$ cat src/rtl/piano_keypad_poly.sv
// Polyphonic keypad decoder: keycode -> note mapping, voice allocation with oldest-voice stealing.
// Optional sustain pedal behaviour is enabled by defining PIANO_KEYPAD_SUSTAIN_EN.
module piano_keypad_poly #(
    parameter int VOICES   = 4,
    parameter int KEY_W    = 5,
    parameter int OCT_MIN  = 0,
    parameter int OCT_MAX  = 9,
    parameter int OCT_INIT = 4
) (
    input  logic                clk,
    input  logic                rst,
    input  logic                key_valid,
    input  logic                key_release,
    input  logic [KEY_W-1:0]    keycode,
`ifdef PIANO_KEYPAD_SUSTAIN_EN
    input  logic                sustain,
`endif
    output logic [4*VOICES-1:0] notes,
    output logic [4*VOICES-1:0] octaves,
    output logic [VOICES-1:0]   voice_active,
    output logic [3:0]          octave,
    output logic                overflow
);
    localparam int AW = (VOICES > 1) ? $clog2(VOICES) : 1;
    localparam logic [AW-1:0] AGE_MAX = AW'(VOICES - 1);
    localparam logic [3:0] OMIN  = 4'(OCT_MIN);
    localparam logic [3:0] OMAX  = 4'(OCT_MAX);
    localparam logic [3:0] OINIT = 4'(OCT_INIT);

    logic             in_valid, in_release;
    logic [KEY_W-1:0] in_key;
    logic             s1_valid, s1_release, s1_up, s1_dn;
    logic [KEY_W-1:0] s1_key;
    logic [3:0]       s1_note;
    logic [3:0]       dec_note;
    logic             dec_up, dec_dn;

    logic [VOICES-1:0] v_act, n_act;
    logic [KEY_W-1:0]  v_key [VOICES];
    logic [KEY_W-1:0]  n_key [VOICES];
    logic [3:0]        v_note [VOICES];
    logic [3:0]        n_note [VOICES];
    logic [3:0]        v_oct [VOICES];
    logic [3:0]        n_oct [VOICES];
    logic [AW-1:0]     v_age [VOICES];
    logic [AW-1:0]     n_age [VOICES];
    logic [3:0]        oct_r, n_octave;
    logic              ovf_r, n_ovf;
    logic [VOICES-1:0] hit_vec, free_oh, steal_oh, alloc_oh;
    logic [AW-1:0]     best_age;
`ifdef PIANO_KEYPAD_SUSTAIN_EN
    logic              in_sus, s1_sus, sus_d1, sus_d2;
    logic [VOICES-1:0] v_pend, n_pend;
`endif

    always_comb begin
        dec_note = 4'd0;
        dec_up   = 1'b0;
        dec_dn   = 1'b0;
        case (int'(in_key))
            4:  dec_note = 4'd1;
            8:  dec_note = 4'd2;
            5:  dec_note = 4'd3;
            9:  dec_note = 4'd4;
            6:  dec_note = 4'd5;
            7:  dec_note = 4'd6;
            11: dec_note = 4'd7;
            12: dec_note = 4'd8;
            16: dec_note = 4'd9;
            13: dec_note = 4'd10;
            17: dec_note = 4'd11;
            14: dec_note = 4'd12;
            15: dec_up   = 1'b1;
            19: dec_dn   = 1'b1;
            default: ;
        endcase
    end

    // Input capture followed by decode register: events reach the voice state two edges after sampling.
    always_ff @(posedge clk) begin
        if (rst) begin
            in_valid   <= 1'b0;
            in_release <= 1'b0;
            in_key     <= '0;
            s1_valid   <= 1'b0;
            s1_release <= 1'b0;
            s1_key     <= '0;
            s1_note    <= 4'd0;
            s1_up      <= 1'b0;
            s1_dn      <= 1'b0;
        end else begin
            in_valid   <= key_valid;
            in_release <= key_release;
            in_key     <= keycode;
            s1_valid   <= in_valid;
            s1_release <= in_release;
            s1_key     <= in_key;
            s1_note    <= dec_note;
            s1_up      <= dec_up;
            s1_dn      <= dec_dn;
        end
    end

    always_comb begin
        n_act    = v_act;
        n_key    = v_key;
        n_note   = v_note;
        n_oct    = v_oct;
        n_age    = v_age;
        n_octave = oct_r;
        n_ovf    = 1'b0;
        hit_vec  = '0;
        free_oh  = '0;
        steal_oh = '0;
        alloc_oh = '0;
        best_age = '0;
`ifdef PIANO_KEYPAD_SUSTAIN_EN
        n_pend   = v_pend;
`endif
        for (int i = 0; i < VOICES; i++)
            hit_vec[i] = v_act[i] && (v_key[i] == s1_key);
        for (int i = VOICES - 1; i >= 0; i--)
            if (!v_act[i]) begin
                free_oh    = '0;
                free_oh[i] = 1'b1;
            end
        // Strict greater-than keeps the lowest index on equal ages.
        steal_oh[0] = 1'b1;
        best_age    = v_age[0];
        for (int i = 1; i < VOICES; i++)
            if (v_age[i] > best_age) begin
                steal_oh    = '0;
                steal_oh[i] = 1'b1;
                best_age    = v_age[i];
            end
        if (s1_valid) begin
            if (s1_up && !s1_release && oct_r < OMAX) n_octave = oct_r + 4'd1;
            if (s1_dn && !s1_release && oct_r > OMIN) n_octave = oct_r - 4'd1;
            if (s1_note != 4'd0) begin
                if (s1_release) begin
                    for (int i = 0; i < VOICES; i++)
                        if (hit_vec[i]) begin
`ifdef PIANO_KEYPAD_SUSTAIN_EN
                            if (s1_sus) n_pend[i] = 1'b1;
                            else begin
                                n_act[i]  = 1'b0;
                                n_note[i] = 4'd0;
                                n_pend[i] = 1'b0;
                            end
`else
                            n_act[i]  = 1'b0;
                            n_note[i] = 4'd0;
`endif
                        end
                end else if (hit_vec == '0) begin
                    alloc_oh = (free_oh != '0) ? free_oh : steal_oh;
                    n_ovf    = (free_oh == '0);
                    for (int i = 0; i < VOICES; i++)
                        if (alloc_oh[i]) begin
                            n_act[i]  = 1'b1;
                            n_key[i]  = s1_key;
                            n_note[i] = s1_note;
                            n_oct[i]  = oct_r;
                            n_age[i]  = '0;
`ifdef PIANO_KEYPAD_SUSTAIN_EN
                            n_pend[i] = 1'b0;
`endif
                        end else if (v_act[i] && v_age[i] != AGE_MAX) begin
                            n_age[i] = v_age[i] + 1'b1;
                        end
                end
`ifdef PIANO_KEYPAD_SUSTAIN_EN
                else n_pend = v_pend & ~hit_vec;
`endif
            end
        end
`ifdef PIANO_KEYPAD_SUSTAIN_EN
        if (sus_d2 && !sus_d1)
            for (int i = 0; i < VOICES; i++)
                if (n_pend[i]) begin
                    n_act[i]  = 1'b0;
                    n_note[i] = 4'd0;
                    n_pend[i] = 1'b0;
                end
`endif
    end

    always_ff @(posedge clk) begin
        if (rst) begin
            v_act <= '0;
            oct_r <= OINIT;
            ovf_r <= 1'b0;
            for (int i = 0; i < VOICES; i++) begin
                v_key[i]  <= '0;
                v_note[i] <= 4'd0;
                v_oct[i]  <= OINIT;
                v_age[i]  <= '0;
            end
        end else begin
            v_act  <= n_act;
            v_key  <= n_key;
            v_note <= n_note;
            v_oct  <= n_oct;
            v_age  <= n_age;
            oct_r  <= n_octave;
            ovf_r  <= n_ovf;
        end
    end

`ifdef PIANO_KEYPAD_SUSTAIN_EN
    always_ff @(posedge clk) begin
        if (rst) begin
            in_sus <= 1'b0;
            s1_sus <= 1'b0;
            sus_d1 <= 1'b0;
            sus_d2 <= 1'b0;
            v_pend <= '0;
        end else begin
            in_sus <= sustain;
            s1_sus <= in_sus;
            sus_d1 <= sustain;
            sus_d2 <= sus_d1;
            v_pend <= n_pend;
        end
    end
`endif

    always_comb begin
        notes   = '0;
        octaves = '0;
        for (int i = 0; i < VOICES; i++) begin
            notes[4*i +: 4]   = v_note[i];
            octaves[4*i +: 4] = v_oct[i];
        end
        voice_active = v_act;
        octave       = oct_r;
        overflow     = ovf_r;
    end
endmodule

$ cat config.mk
export PLATFORM = sky130hd
export DESIGN_NAME = piano_keypad_poly
export DESIGN_NICKNAME = d
export VERILOG_FILES = /design/src/rtl/piano_keypad_poly.sv
export SDC_FILE = /design/constraint.sdc
export NUM_CORES = 1
export LEC_CHECK = 0
export ABC_AREA = 0
export CORE_MARGIN = 2
export CORE_UTILIZATION = 55
export CTS_BUF_LIST = sky130_fd_sc_hd__clkbuf_8
export CTS_CLUSTER_SIZE = 25
export DETAILED_ROUTE_END_ITERATION = 12
export GPL_TIMING_DRIVEN = 0
export PLACE_DENSITY = 0.81
export SLEW_MARGIN = 20
export SYNTH_ARGS = -nofsm -noshare
export SYNTH_HDL_FRONTEND = slang
export SYNTH_SLANG_ARGS = --single-unit
$ cat constraint.sdc
create_clock -name clk -period 10.45 [get_ports clk]
set_input_delay 2.09 -clock clk [delete_from_list [all_inputs] [get_ports clk]]
set_output_delay 2.09 -clock clk [all_outputs]
set_load 0.01 [all_outputs]
==> results of run 1 <==
[stage by stage]
step	cell area, um2	setup WS (ns)
floorplan	4120	6.92
global placement	4730	6.34
detailed placement	4730	6.20
CTS	4940	6.17
global route	4940	5.77
finish	4940	6.17
[report_power, final]
group	total, uW	internal (uW)	switching (uW)
clock network	250	130	120
logic	38.1	14.3	23.8
registers	344	342	1.81
[synthesized netlist by cell type, types with 7 or more instances]
master	count	area, um2
a31o_2	12	105
nor4b_1	7	61.3
a21oi_1	14	70.1
xor2_1	9	78.8
nor2_1	49	184
o21ai_0	10	50.1
ha_1	14	175
dfxtp_1	89	1780
nand3_1	10	50.1
inv_1	16	60.1
xnor2_1	14	123
nor2b_1	17	106
clkbuf_1	17	63.8
nor3_1	12	60.1
mux2i_1	42	420
nand2_1	34	128
[placed cells by master (no fill, tap or decap), types with 3 or more instances in the layout]
cell type        netlist  routed
inv_1                 16      17
nand3_1               10      10
o211ai_1               3       3
mux2i_1               42      42
clkdlybuf4s50_1        0      48
nand3b_1               5       5
buf_6                  4       4
nor4b_1                7       7
clkbuf_1              17      17
nor2b_1               17      17
ha_1                  14      14
xor2_1                 9       9
or3_1                  4       4
buf_2                  6       6
a31oi_1                3       3
clkbuf_8               0      12
dfxtp_1               89      89
o21ai_0               10      10
nand4_1                4       4
xnor2_1               14      14
nand2b_1               4       4
a21oi_1               14      14
nand2_1               34      34
nor3_1                12      12
o31ai_1                3       3
a31o_2                12      12
nor2_1                49      49
nor4_1                 5       5
[final timing paths]
check	startpoint	end	slack, ns
worst min register to register	in_release	s1_release	0.44
worst max-delay path	v_age[5]	octaves[7]	6.17
worst max register to register	v_age[5]	octaves[7]	6.17
worst min-delay path	in_release	s1_release	0.44
[layer usage]
layer / up-vias / GRT usage / share of wire
met5: - / 0 / 0
met3: 19 / 0.0518 / 0.057
met4: 0 / 0.121 / 0.024
li1: 1642 / - / -
met2: 118 / 0.443 / 0.51
met1: 1608 / 0.288 / 0.41
[state kept, by name, summed over array words and instances, names as in the netlist]
| signal | flops |
|---|---|
| in_key | 5 |
| octaves | 16 |
| v_key | 20 |
| notes | 16 |
| s1_key | 5 |
| s1_valid | 1 |
| in_valid | 1 |
| s1_note | 4 |
| s1_dn | 1 |
| in_release | 1 |
| overflow | 1 |
| v_age | 8 |
| s1_up | 1 |
| s1_release | 1 |
| voice_active | 4 |
| octave | 4 |
[kinds of logic after synthesis]
logic type / synth area share
DFF: 0.432
xor gates and xnor gates: 0.0528
muxes: 0.105
and+or+nand+nor: 0.197
AOI/OAI and AO/OA: 0.112
adders and majority gates: 0.0474
buffers and inverters: 0.0537
[layout make-up]
| cell class | instances | area [um2] | share of cell area |
|---|---|---|---|
| Multi-Input combinational cell | 306 | 2120 | 0.429 |
| Buffer | 31 | 161 | 0.0327 |
| Clock buffer | 12 | 165 | 0.0334 |
| Inverter | 16 | 60.1 | 0.0122 |
| Clock inverter | 4 | 51.3 | 0.0104 |
| Sequential cell | 89 | 1780 | 0.361 |
| Timing Repair Buffer | 48 | 480 | 0.0972 |
| Tap cell | 99 | 124 | 0.0251 |
==> flow_summary.yaml, run 1 <==
floorplanning:
  rows: 31
  boundaryPins: 50
  die_w_um: 90.6
  initial_utilization: 0.568
  core_area_um2: 7250
  die_y_um: 90.6
  floorplan.die_area_um2: 8200
worst_setup_path:
  crit_buf_inv: 2
  arrival_ns: 4.52
  endpoint_kind: "flop"
  crit_required_ns: 10.69
  critical-path-top-delay-family: "compound AO/OA/AOI/OAI gates"
  path_length_in_cells_of_the_critical_path: 18
  cp_cell_sequence: "inv_1 -> ha_1 -> nor2_1 -> a2bb2oi_1 -> mux2_2 -> ha_1 -> nand2b_1 -> o21a_1 -> nor2_1 -> a21oi_1 -> ha_1 -> nor2b_1 -> o21ai_0 -> a41oi_1 -> nor4_1 -> buf_2 -> mux2i_1 -> nor2_1"
  rr_worst_depth: 18
  crit_slowest_cell: "mux2_2"
  timing.setup.critical_path_class: "flop to flop"
  critical_path.max_fanout: 10
  timing.critical_path.slowest_cell_delay_ns: 0.40
  worst_setup_path_start_kind: "flop"
timing:
  final_period_demand_of_the_worst_path_ns: 4.28
  fin_skew_ns: 0.00938
  report.final.setup_viol: 0
  slew_violations: 0
  final.hold.worst_slack_ns: 0.441
  slew-limit-headroom: 0.346
  grt_setup_unrepaired: "no"
  final.period_utilization: 0.410
  maxClockFrequency_ghz: 0.233
  setup_total_negative_slack_ns: 0
  worst_slew_pin_slew_ns: 0.967
  hold_viol_final: 0
cells_and_area:
  n_fill_cell: 583
  fin_nets: 525
  final_cell_count_no_fill: 605
  drive_above_1_share: 0.0929
  antennaDiodeCount: 0
  area_growth_pct: 19.9
  final_core_area_utilization: 0.681
cts:
  cts_tree: "done"
  clk_transition_reported_paths_ns: 0.08
  postCtsHoldBufs: 0
  cts_repair_resize_count: 0
  ctsLongestPathBuffers: 2
  cts_post_setup_buffers_inserted: 0
  root_buffer: "clkbuf_8"
  cts-buffers-inserted: 9
  clock_latency_late_sink_ns: 0.36
  cts_num_sinks: 89
  htree_levels: 3
place:
  io_buffer_count: 48
  detailed_place_hpwl_um: 7030
  numPlacedInstances: 589
  routabilityCongestion: 0.884
power_and_ir_drop:
  power_per_cell_area_nw_per_um2: 128
  total_power_uw: 632
  power.static_leakage_uw: 0.00187
  vdd_ir_drop_max_mv: 0.0839
grt:
  first_global_vias: 3473
  global_route_wire_length_before_repair_um: 16400
  grt.total_usage: 0.251
  initial_antenna_violation_count: 0
  grt_max_degree: 15
  grt.overflow.total: 0
drt:
  drt-vias-per-instance: 5.60
  drtAntennaViolNets: 0
  drt_iter0_drc: 247
  drt-wirelength-per-cell_um: 16.1
  drtPass1Iterations: 4
  route.final.wire_length_um: 9750
  remaining_drc_errors: 0
  detailroute.via_count: 3387
synthesis:
  synthesis.instances: 442
  synth.yosys.warnings: 0
  syn-cell-area_um2: 4120
  syn_avg_cell_area_um2: 9.32
  asyncSetResetFlopFracSynth: 0
  syn_nets: 466
  ys_seq_area_frac: 0.432
  dominantRegCellSynth: "dfxtp_1"
  yosys.cell_types.count: 54
  synth_enable_flop_cells: 0
  postSynthRegisterBits: 89
min_path:
  hold_class: "flop to flop"
  whs_path_depth: 1
outcome:
  status: "completed"
job:
  number_of_maximum_capacitance_constraint_violations: 0
Power figures use the tool's default switching activity.
==> run 2, diff against run 1 <==
--- a/config.mk
+++ b/config.mk
@@ -7,12 +7,12 @@
 export LEC_CHECK = 0
 export ABC_AREA = 0
 export CORE_MARGIN = 2
-export CORE_UTILIZATION = 55
+export CORE_UTILIZATION = 52
 export CTS_BUF_LIST = sky130_fd_sc_hd__clkbuf_8
 export CTS_CLUSTER_SIZE = 25
 export DETAILED_ROUTE_END_ITERATION = 12
 export GPL_TIMING_DRIVEN = 0
-export PLACE_DENSITY = 0.81
+export PLACE_DENSITY = 0.8
 export SLEW_MARGIN = 20
 export SYNTH_ARGS = -nofsm -noshare
 export SYNTH_HDL_FRONTEND = slang
==> constraint.sdc (replaced) <==
create_clock -name clk -period 3.6 [get_ports clk]
set_input_delay 0.72 -clock clk [delete_from_list [all_inputs] [get_ports clk]]
set_output_delay 0.72 -clock clk [all_outputs]
set_load 0.01 [all_outputs]
==> run 2 against run 1 <==
Clock skew decreased by 0.0013 ns. Flip-flop and latch count unchanged. Register-to-register slack got worse by 6.1 ns. Core utilization increased by 1.7 points. Combinational power increased to 3.1 times the previous value.
==> flow_summary.yaml, run 2 (synthesized netlist as in run 1, its figures left out) <==
drt:
  route.met2.wl_um: 5300
  drtAntennaViolNets: 0
  route.final.wire_length_um: 10700
  met3_length_um: 647
  top_layer_used: "met4"
  met1_length_um: 4440
  detailroute.via_count: 3582
  remaining_drc_errors: 0
  drt-wirelength-per-cell_um: 17.2
  drt-vias-per-instance: 5.76
  drtPass1Iterations: 5
  drt_iter0_drc: 241
cells_and_area:
  fin_nets: 540
  drive_above_1_share: 0.181
  area_growth_pct: 30.3
  antennaDiodeCount: 0
  final_cell_area_um2: 5370
  layout.cells.most_common_list: "dfxtp_1 (86), clkdlybuf4s50_1 (48), nor2_1 (46)"
  final_common_cell: "dfxtp_1"
  largest_register: "v_key"
  final_core_area_utilization: 0.699
  largest_register_ffs: 20
worst_setup_path:
  crit_required_ns: 3.85
  timing.setup.critical_path_class: "flop to flop"
  cp_cell_sequence: "inv_2 -> ha_4 -> nor2_4 -> a2bb2oi_4 -> mux2_4 -> ha_4 -> nand2b_4 -> o21a_4 -> nor2_4 -> a21oi_4 -> ha_4 -> nor2b_4 -> o21ai_4 -> buf_12 -> a31o_2 -> a31o_2 -> nand3_2 -> a31o_2"
  timing.critical_path.slowest_cell_delay_ns: 0.36
  critical_path.max_fanout: 5
  arrival_ns: 3.74
  crit_slowest_cell: "dfxtp_2"
  endpoint_kind: "flop"
  worst_setup_path_start_kind: "flop"
timing:
  slew-limit-headroom: 0.329
  worst_slew_pin_slew_ns: 0.992
  final.setup.worst_slack_ns: 0.105
  maxClockFrequency_ghz: 0.286
  report.final.setup_viol: 0
  slew_violations: 0
  hold_viol_final: 0
  fin_skew_ns: 0.00806
  final_period_demand_of_the_worst_path_ns: 3.49
  final.period_utilization: 0.971
  final.hold.worst_slack_ns: 0.444
cts:
  postCtsHoldBufs: 0
  ctsLongestPathBuffers: 2
  cts_tree: "done"
  clk_transition_reported_paths_ns: 0.08
  cts_num_sinks: 89
  clock_latency_late_sink_ns: 0.36
  root_buffer: "clkbuf_8"
  cts-buffers-inserted: 9
  htree_levels: 3
floorplanning:
  floorplan.die_area_um2: 8650
  die_y_um: 93.0
  boundaryPins: 50
  core_area_um2: 7690
  initial_utilization: 0.536
  rows: 32
  die_w_um: 93.0
power_and_ir_drop:
  power.switching_uw: 446
  power.share.combinational: 0.063
  vdd_ir_drop_max_mv: 0.345
  p_sw_frac: 0.238
  power_per_cell_area_nw_per_um2: 349
  seq_power_share: 0.532
  total_power_uw: 1880
  share_clk_of_total_power: 0.404
  power.static_leakage_uw: 0.00200
  internal_power_uw: 1430
min_path:
  hold_class: "flop to flop"
grt:
  grt.overflow.total: 0
  grt.total_usage: 0.241
  initial_antenna_violation_count: 0
  grt_max_degree: 16
  global_route_wire_length_before_repair_um: 16400
  first_global_vias: 3441
place:
  routabilityCongestion: 0.880
  io_buffer_count: 48
  post_dp_cell_area_um2: 4730
  detailed_place_hpwl_um: 6830
  dp_slack_ns: -0.591
outcome:
  status: "completed"
job:
  number_of_maximum_capacitance_constraint_violations: 0
==> run 2: final cells by class <==
type / count / area [um2]
Buffer: 31 / 184
Clock buffer: 9 / 124
Clock inverter: 6 / 91.3
Fill cell: 577 / 2320
Inverter: 16 / 60.1
Multi-Input combinational cell: 306 / 2390
Sequential cell: 89 / 1790
Tap cell: 102 / 128
Timing Repair Buffer: 63 / 609
==> run 2: what timing repair did <==
action / in CTS / in global routing
setup buffers: 6 / 7
pin swaps: 7 / 11
endpoints found under the hold margin: 0 / 0
gates cloned: 1 / 2
endpoints found under the setup margin: 62 / 62
resized for setup: 31 / 35
==> run 2: stage by stage <==
step                instances  TNS (ns)
finish                    622         0
global route              622    -0.221
CTS                       614         0
detailed placement        592    -24.31
global placement          592    -17.98
floorplan                 442         0
==> run 2: power by group through the flow <==
stage | clock, uW | combinational (uW) | sequential [uW]
after detailed placement | 0 | 109 | 1020
after floorplan | 0 | 76.5 | 1020
after global placement | 0 | 107 | 1020
after global routing | 804 | 129 | 1000
after CTS | 761 | 114 | 999
final | 758 | 119 | 998
==> run 2: final timing paths <==
| kind | slack [ns] | from | depth (start not counted) | endpoint |
|---|---|---|---|---|
| setup / recovery | 0.11 | v_age[5] | 18 | voice_active[0] |
| hold / removal | 0.44 | in_release | 1 | s1_release |
| setup reg to reg | 0.11 | v_age[5] | 18 | voice_active[0] |
| hold reg to reg | 0.44 | in_release | 1 | s1_release |
==> run 2: worst max-delay path: cells and delay by family, from the launching register on <==
family / cells / cell delay [ns]
compound gates: 7 / 1.38
fa+ha+maj: 3 / 0.66
simple gates: 5 / 0.47
flops: 1 / 0.36
mux: 1 / 0.34
buf+inv: 2 / 0.19
==> run 2: routing by layer <==
metal / GRT usage / vias to the layer above
li1: - / 1677
met3: 0.0387 / 26
met5: 0 / -
met2: 0.399 / 141
met4: 0.118 / 0
met1: 0.306 / 1738
==> run 3, diff against run 2 <==
--- a/config.mk
+++ b/config.mk
@@ -6,7 +6,7 @@
 export NUM_CORES = 1
 export LEC_CHECK = 0
 export ABC_AREA = 0
-export CORE_MARGIN = 2
+export CORE_MARGIN = 1.5
 export CORE_UTILIZATION = 52
 export CTS_BUF_LIST = sky130_fd_sc_hd__clkbuf_8
 export CTS_CLUSTER_SIZE = 25
==> constraint.sdc (replaced) <==
create_clock -name clk -period 3.6 [get_ports clk]
set_input_delay 0.72 -clock clk [delete_from_list [all_inputs] [get_ports clk]]
set_output_delay 0.72 -clock clk [all_outputs]
set_load 0.005 [all_outputs]
==> run 3 against run 2 <==
Global-route usage is 0.69 points higher. Clock skew is 0.0017 ns higher. Critical path type unchanged. Total power is 2.2% lower. Sequential power hardly changed. Fmax is 0.29% higher.
==> flow_summary.yaml, run 3 (synthesized netlist as in run 1, its figures left out) <==
floorplanning:
  die_y_um: 92.0
  core_area_um2: 7690
  rows: 32
  initial_utilization: 0.536
  floorplan.die_area_um2: 8470
  die_w_um: 92.0
  boundaryPins: 50
drt:
  drtAntennaViolNets: 0
  route.final.wire_length_um: 10400
  drt-wirelength-per-cell_um: 16.6
  drtPass1Iterations: 6
  detailroute.via_count: 3549
  remaining_drc_errors: 0
  drt_iter0_drc: 245
  drt-vias-per-instance: 5.69
cts:
  ctsLongestPathBuffers: 2
  cts-buffers-inserted: 9
  cts_num_sinks: 89
  clk_transition_reported_paths_ns: 0.10
  cts_tree: "done"
  postCtsHoldBufs: 0
  htree_levels: 3
  clock_latency_late_sink_ns: 0.36
  root_buffer: "clkbuf_8"
worst_setup_path:
  crit_slowest_cell: "dfxtp_2"
  timing.setup.critical_path_class: "flop to flop"
  ff2ff_setup_slack_ns: 0.12
  cp_cell_sequence: "inv_2 -> ha_4 -> nor2_2 -> a2bb2oi_2 -> mux2_4 -> ha_4 -> nand2b_4 -> o21a_4 -> nor2_2 -> a21oi_2 -> ha_4 -> nand2_2 -> o21ai_4 -> a41oi_4 -> buf_4 -> o21ai_1 -> nand3_2 -> a31o_2"
  endpoint_kind: "flop"
  crit_required_ns: 3.87
  critical_path.max_fanout: 5
  worst_setup_path_start_kind: "flop"
  timing.critical_path.slowest_cell_delay_ns: 0.34
  arrival_ns: 3.75
  crit_path_frequent_cell: "ha_4"
timing:
  slew_violations: 0
  fin_skew_ns: 0.00978
  hold_viol_final: 0
  maxClockFrequency_ghz: 0.287
  setup_total_negative_slack_ns: 0
  final_period_demand_of_the_worst_path_ns: 3.48
  final.period_utilization: 0.968
  worst_slew_pin_slew_ns: 0.982
  report.final.setup_viol: 0
  final.hold.worst_slack_ns: 0.452
  slew-limit-headroom: 0.336
power_and_ir_drop:
  power.share.combinational: 0.063
  power.switching_uw: 463
  power.static_leakage_uw: 0.00197
  vdd_ir_drop_max_mv: 0.228
  share_clk_of_total_power: 0.392
  seq_power_share: 0.544
  internal_power_uw: 1370
  p_sw_frac: 0.252
  power_per_cell_area_nw_per_um2: 348
cells_and_area:
  final_common_cell: "dfxtp_1"
  area_growth_pct: 27.9
  largest_register: "v_key"
  final_cell_area_um2: 5270
  layout.cells.most_common_list: "dfxtp_1 (86), clkdlybuf4s50_1 (48), nor2_1 (46)"
  storage_cell_area_um2: 1790
  largest_register_ffs: 20
  drive_above_1_share: 0.176
  n_fill_cell: 593
  fin_nets: 541
  final_cell_count_no_fill: 624
  antennaDiodeCount: 0
  final_core_area_utilization: 0.686
  multi_input_area_um2: 2290
outcome:
  status: "completed"
grt:
  grt.total_usage: 0.248
  initial_antenna_violation_count: 0
  grt.overflow.total: 0
  first_global_vias: 3462
  global_route_wire_length_before_repair_um: 16500
  grt_max_degree: 18
min_path:
  hold_class: "flop to flop"
job:
  number_of_maximum_capacitance_constraint_violations: 0
place:
  post_dp_cell_area_um2: 4730
  io_buffer_count: 48
  numPlacedInstances: 592
  detailed_place_hpwl_um: 7010
  routabilityCongestion: 0.924
[run 3: through the flow]
step	worst slack, ns	total power, uW
after floorplan	0.0697	1100
after global placement	-0.462	1130
after detailed placement	-0.668	1130
after CTS	0.00227	1840
after global routing	-0.0754	1900
final	0.116	1830
[run 3: critical path, delay by kind of cell (launching register included)]
| kind | cells | cell delay [ns] |
|---|---|---|
| AO/OA/AOI/OAI | 7 | 1.12 |
| multiplexers | 1 | 0.34 |
| flip-flops | 1 | 0.34 |
| buffers and inverters | 2 | 0.24 |
| AND/OR/NAND/NOR | 5 | 0.54 |
| adder cells (fa/ha/maj) | 3 | 0.80 |
[run 3: worst paths after layout]
check | end | cells past startpoint | start
min | s1_release | 1 | in_release
max | voice_active[1] | 18 | v_age[7]
min reg2reg | s1_release | 1 | in_release
max reg2reg | voice_active[1] | 18 | v_age[7]
[run 3: power by group through the flow]
stage	clock [uW]	combinational, uW	sequential [uW]
3_5_place_dp	0	109	1020
3_3_place_gp	0	107	1020
2_1_floorplan	0	76.5	1020
5_1_grt	772	125	1000
6_report	720	116	998
4_1_cts	725	112	999
[run 3: final cells by class]
| type | count | area share |
|---|---|---|
| clock inverters | 7 | 0.0161 |
| multi-input cells | 306 | 0.435 |
| inverters | 16 | 0.0114 |
| repair buffers | 64 | 0.117 |
| clock buffers | 9 | 0.0235 |
| well taps | 102 | 0.0242 |
| plain buffers | 31 | 0.0335 |
| flip-flops and latches | 89 | 0.339 |
[run 3: what timing repair did]
| item | CTS | global route |
|---|---|---|
| setup endpoints to repair | 64 | 64 |
| gates cloned | 1 | 0 |
| setup buffers | 12 | 4 |
| gates resized for setup | 28 | 20 |
| pin swaps | 10 | 8 |
[run 3: layer usage]
metal | track usage | vias to the layer above | share of wire
li1 | - | 1671 | -
met1 | 0.304 | 1708 | 0.41
met2 | 0.426 | 136 | 0.50
met3 | 0.0498 | 34 | 0.062
met4 | 0.0962 | 0 | 0.031
met5 | 0 | - | 0
